**config.mk**
```make
export PLATFORM = sky130hd
export DESIGN_NAME = pipe_hazard_ctrl
export DESIGN_NICKNAME = d
export VERILOG_FILES = /design/src/rtl/pipe_hazard_ctrl.sv
export SDC_FILE = /design/constraint.sdc
export NUM_CORES = 1
export LEC_CHECK = 0
export CORE_MARGIN = 2
export CORE_UTILIZATION = 47
export DETAILED_ROUTE_END_ITERATION = 7
export PLACE_DENSITY = 0.86
export SLEW_MARGIN = 40
export SYNTH_ARGS = -nofsm -noshare
export SYNTH_HDL_FRONTEND = slang
export SYNTH_SLANG_ARGS = --single-unit
```
**constraint.sdc**
```tcl
create_clock -name clk -period 1.9 [get_ports clk]
set_clock_uncertainty 0.05 [all_clocks]
set_input_delay 0.19 -clock clk [delete_from_list [all_inputs] [get_ports clk]]
set_output_delay 0.19 -clock clk [all_outputs]
set_load 0.03 [all_outputs]
```
**src/rtl/pipe_hazard_ctrl.sv**
```systemverilog
// Hazard/forwarding controller: in-flight destination scoreboard, EX forwarding selects,
// load-use, conditional-branch, memory-busy and halt stalls. Optional HAZ_STATS_EN adds stall counters.
module pipe_hazard_ctrl #(
  parameter int NREG           = 16,
  parameter int DEPTH          = 3,
  parameter int LOAD_FWD_STAGE = 2,
  parameter int BR_STALL       = 1,
  localparam int REG_W         = $clog2(NREG),
  localparam int FS_W          = $clog2(DEPTH)
) (
  input  logic             clk,
  input  logic             rst_n,
  input  logic             id_valid,
  input  logic [REG_W-1:0] id_rs,
  input  logic [REG_W-1:0] id_rt,
  input  logic             id_rs_used,
  input  logic             id_rt_used,
  input  logic             id_regwrite,
  input  logic [REG_W-1:0] id_dst,
  input  logic             id_load,
  input  logic             id_cond_br,
  input  logic             id_halt,
  input  logic             id_flush,
  input  logic             mem_busy,
  output logic             stall,
  output logic             bubble,
  output logic [FS_W-1:0]  fwd_a,
  output logic [FS_W-1:0]  fwd_b,
  output logic             hlt
`ifdef HAZ_STATS_EN
  ,
  output logic [15:0]      stall_cyc,
  output logic [15:0]      lu_cyc
`endif
);

  localparam int CNT_W = (BR_STALL < 1) ? 1 : $clog2(BR_STALL + 1);
  localparam logic [CNT_W-1:0] CNT_LOAD = CNT_W'((BR_STALL > 0) ? BR_STALL - 1 : 0);

  typedef enum logic [1:0] {IDLE, WAIT, GO} br_state_t;

  typedef struct packed {
    logic             v;
    logic             wr;
    logic [REG_W-1:0] dst;
    logic             ld;
    logic             hl;
    logic [REG_W-1:0] rs;
    logic [REG_W-1:0] rt;
    logic             rs_u;
    logic             rt_u;
  } entry_t;

  entry_t           sb [DEPTH];
  entry_t           sb_in;
  br_state_t        state, state_nxt;
  logic [CNT_W-1:0] cnt, cnt_nxt;
  logic             halt_pend, hlt_q;
  logic             lu_hit, lu, br_start, fsm_stall, issue;

  function automatic logic match(input entry_t e, input logic [REG_W-1:0] r);
    return e.v && e.wr && (e.dst == r) && (r != '0);
  endfunction

  // A load at stage k is not forwardable to the ID instruction until it reaches LOAD_FWD_STAGE-1
  always_comb begin
    lu_hit = 1'b0;
    for (int k = 0; k < DEPTH; k++) begin
      if (sb[k].ld && (k + 1 < LOAD_FWD_STAGE) &&
          ((id_rs_used && match(sb[k], id_rs)) || (id_rt_used && match(sb[k], id_rt))))
        lu_hit = 1'b1;
    end
  end

  assign lu        = id_valid && !id_flush && lu_hit;
  assign br_start  = (BR_STALL > 0) && (state == IDLE) && id_valid && id_cond_br &&
                     !id_flush && !lu && !mem_busy && !halt_pend;
  assign fsm_stall = br_start || (state == WAIT);
  // Gated by rst_n so an asserted reset leaves no residual stall from ID inputs
  assign stall     = rst_n && (mem_busy || halt_pend || lu || fsm_stall);
  assign bubble    = rst_n && !mem_busy && (lu || fsm_stall || halt_pend);
  assign issue     = id_valid && !id_flush && !stall && !mem_busy;
  assign hlt       = hlt_q || (sb[DEPTH-1].v && sb[DEPTH-1].hl);

  // Descending scan so the youngest producer wins
  always_comb begin
    fwd_a = '0;
    fwd_b = '0;
    for (int k = DEPTH - 1; k >= 1; k--) begin
      if (!(sb[k].ld && (k < LOAD_FWD_STAGE))) begin
        if (sb[0].rs_u && match(sb[k], sb[0].rs)) fwd_a = FS_W'(k);
        if (sb[0].rt_u && match(sb[k], sb[0].rt)) fwd_b = FS_W'(k);
      end
    end
  end

  // The IDLE detection cycle is the first stall cycle; WAIT covers the remaining BR_STALL-1
  always_comb begin
    state_nxt = state;
    cnt_nxt   = cnt;
    if (!mem_busy) begin
      case (state)
        IDLE: if (br_start) begin
          cnt_nxt   = CNT_LOAD;
          state_nxt = (CNT_LOAD == '0) ? GO : WAIT;
        end
        WAIT: if (id_flush) begin
          state_nxt = IDLE;
        end else begin
          cnt_nxt = cnt - 1'b1;
          if (cnt <= CNT_W'(1)) state_nxt = GO;
        end
        GO:   if (issue || id_flush) state_nxt = IDLE;
        default: state_nxt = IDLE;
      endcase
    end
  end

  always_ff @(posedge clk or negedge rst_n) begin
    if (!rst_n) begin
      state <= IDLE;
      cnt   <= '0;
    end else begin
      state <= state_nxt;
      cnt   <= cnt_nxt;
    end
  end

  always_comb begin
    sb_in = '0;
    if (issue) begin
      sb_in.v    = 1'b1;
      sb_in.wr   = id_regwrite;
      sb_in.dst  = id_dst;
      sb_in.ld   = id_load;
      sb_in.hl   = id_halt;
      sb_in.rs   = id_rs;
      sb_in.rt   = id_rt;
      sb_in.rs_u = id_rs_used;
      sb_in.rt_u = id_rt_used;
    end
  end

  // Scoreboard shift: stage boundary ID -> EX -> ... -> DEPTH-1, frozen while memory is busy
  always_ff @(posedge clk or negedge rst_n) begin
    if (!rst_n) begin
      for (int k = 0; k < DEPTH; k++) sb[k] <= '0;
    end else if (!mem_busy) begin
      sb[0] <= sb_in;
      for (int k = 1; k < DEPTH; k++) sb[k] <= sb[k-1];
    end
  end

  always_ff @(posedge clk or negedge rst_n) begin
    if (!rst_n) begin
      halt_pend <= 1'b0;
      hlt_q     <= 1'b0;
    end else begin
      if (issue && id_halt) halt_pend <= 1'b1;
      if (sb[DEPTH-1].v && sb[DEPTH-1].hl) hlt_q <= 1'b1;
    end
  end

`ifdef HAZ_STATS_EN
  always_ff @(posedge clk or negedge rst_n) begin
    if (!rst_n) begin
      stall_cyc <= '0;
      lu_cyc    <= '0;
    end else begin
      if (stall && (stall_cyc != '1)) stall_cyc <= stall_cyc + 16'd1;
      if (lu && (lu_cyc != '1))       lu_cyc    <= lu_cyc + 16'd1;
    end
  end
`endif

endmodule

```
==> results.cfg <==
[final_layout]
final_cells = 257
area_growth_pct = 53.3
antenna_cells = 0
layout-drive-gt1-share_pct = 46.9
seqCellArea_um2 = 905
fillers = 247
final_nets = 231
multi_input_comb_area_um2 = 1010
final_area_um2 = 2690

[power]
power_density_nw_per_um2 = 741
p_leak_nw = 1.25
fin_total_pwr_mw = 2.00
peakVddDrop_mv = 0.643

[setup_path]
path_class = flip-flop to primary output
cp-end-kind = primary output
critPathSlowestCell = dfrtp_1
critPathLaunchType = flip-flop
cp_cell_sequence = buf_4, xnor2_1, nand4_1, nor4_2, buf_4, nor3_2, nor3b_4, buf_6
arrival_ns = 1.95
cp_top_family = simple AND/OR/NAND/NOR gates
critPathMaxFanout = 5
cp_data_required_time_ns = 1.66
cp_slowest_stage_delay_ns = 0.43
path_common_cell = buf_4
r2r_setup_slack_ns = -0.12
worst-path-buf-inv = 3

[drt]
routedWlPerCell_um = 17.8
dr_wl_met3_um = 146
via_per_inst = 5.60
route.met2.wl_um = 2600
drcViolationCount = 0
wl_met1_um = 1740
ant_nets = 0
routed_wl_um = 4580
vias = 1440
drt-initial-drc-count = 51
first_pass_iters = 4
highest_layer = met4

[timing]
max_freq_ghz = 0.457
period_needed_ns = 2.19
slew_viol_final = 0
timing.final.crit_share_pct = 115
grt_setup_unrepaired = true
whs_ns = -0.00440
worst-slew-pin-transition_ns = 0.456
finalHoldViolations = 1
max_slew_margin_pct = 69.6
setup_violations = 25
final.setup.worst_slack_ns = -0.286

[synthesis]
syn_avg_cell_area_um2 = 12.8
synth_cells = 137
syn_area_um2 = 1760
synth_top_area_share_pct = 51.3
synth_largest_area_cell = dfrtp_1
postSynth.asyncResetShare_pct = 100
ys_seq_area_share_pct = 51.3
synth_most_common_cell = dfrtp_1
synth.area.top_cells = dfrtp_1 (51%), mux2_2 (9.6%), xnor2_1 (8.5%), a22o_1 (6.0%), xor2_1 (3.5%)
synth_fp_nets = 160
synthFlopType = dfrtp_1
yosys.cell_types.count = 28
yosys-top-cells-count = dfrtp_1 (36), xnor2_1 (17), mux2_2 (15)
synth-seq-cells = 36
yosysWarnings = 0
synth_edf_count = 0

[clock_network]
htreeDepth = 2
ctsHoldBuffers = 0
clk_latency_ns = 0.29
cts_tree = yes
cts_max_path_buffers = 2
numCtsBuffers = 5
clkTransAtPathRegs_ns = 0.07
cts_root_buffer = clkbuf_8
cts.sinks = 36

[placed_design]
dpl.hpwl_um = 2910
place.gp.congestion = 0.800
placed_area_um2 = 2290
place_inst = 229
place.port_buffers = 29

[global_routing]
grt_usage_pct = 23.3
antenna_found_initial = 0
grt_pass1_wl_um = 7300
grt_max_degree = 37
grt_pass1_vias = 1441
grt-ovfl-total = 0

[floorplanning]
fp-row-count = 22
ioPinCount = 30
floorplan.initialDensity_pct = 48.3
dieArea_um2 = 4240
die_x_um = 65.1
coreArea_um2 = 3630
fp.dieH_um = 65.1

[worst_hold_path]
holdCritPathClass = input port to asynchronous set/reset pin

[outcome]
violations = hold timing, setup timing
status = finished, violations left

[flow_run]
max_cap_viol_count = 0
==> registers in the layout, indices dropped and copies added (netlist names) <==
signal and count:
halt_pend 1, state 1, sb 33, hlt_q 1
==> placed cells by master, fill, tap and decap left out, types with 4 or more instances in the layout <==
cell / n
dfrtp_1: 33
buf_4: 33
clkdlybuf4s50_1: 17
mux2_2: 15
xnor2_1: 14
buf_6: 13
a22o_1: 12
xor2_1: 6
nand3_1: 6
clkbuf_8: 6
nand2b_1: 4
a21o_1: 4
==> timing repair <==
item                       CTS  global route
gates resized for setup     16            20
pin swaps                   14            12
cloned                       1             0
setup endpoints to repair   24            25
buffers inserted            14             5
==> power by group <==
part	internal (mW)	total (mW)	switching, mW
Combinational	0.275	0.501	0.226
Clock	0.289	0.562	0.273
Sequential	0.847	0.934	0.0867
==> metrics by stage <==
stage / setup WS (ns) / setup TNS, ns / hold WS, ns / utilization, %
after floorplan: -0.164 / -0.164 / -0.156 / -
after global placement: -0.405 / -8.11 / 0.310 / 63.0
after detailed placement: -0.447 / -8.75 / 0.321 / 63.0
after CTS: -0.267 / -2.34 / 0.00872 / 70.1
after global routing: -0.369 / -3.99 / 0.0390 / 74.1
final: -0.286 / -2.38 / -0.00440 / 74.1
==> cell families after synthesis <==
| logic type | share of synthesized area [%] |
|---|---|
| xor gates and xnor gates | 12.0 |
| buffers and inverters | 1.71 |
| AOI/OAI and AO/OA | 15.2 |
| DFF | 51.3 |
| muxes | 9.62 |
| and+or+nand+nor | 10.2 |
==> final cells by class <==
| class | instances | share of cell area, % |
|---|---|---|
| timing repair buffer | 69 | 23.2 |
| clock inverter | 2 | 0.372 |
| tap | 48 | 2.23 |
| inverter | 1 | 0.139 |
| sequential | 36 | 33.6 |
| clock buffer | 6 | 3.07 |
| multi-input combinational | 95 | 37.4 |
==> per-layer routing <==
layer,vias up,global-route usage [%]
met3,10,5.31
met4,0,6.25
li1,662,-
met1,736,28.0
met2,32,42.0
met5,-,0
==> worst register-to-register path, cell delays in order, from the launching register on <==
cell	delay, ns
dfrtp_1	0.43
buf_4	0.16
xnor2_1	0.16
nand4_1	0.16
nor4_2	0.17
buf_4	0.18
buf_4	0.12
o32ai_4	0.11
buf_6	0.15
a22o_2	0.22
==> path summary, 6_finish.rpt <==
| kind | cells after the start | from | endpoint |
|---|---|---|---|
| hold reg to reg | 1 | hlt_q | hlt_q |
| min in group clk | 3 | rst_n | state[1] |
| max in group asynchronous | 2 | rst_n | sb[42] |
| setup reg to reg | 9 | sb[51] | sb[52] |
| setup / recovery | 8 | sb[51] | bubble |
| hold / removal | 2 | rst_n | halt_pend |
(Power assumes the default switching activity.)
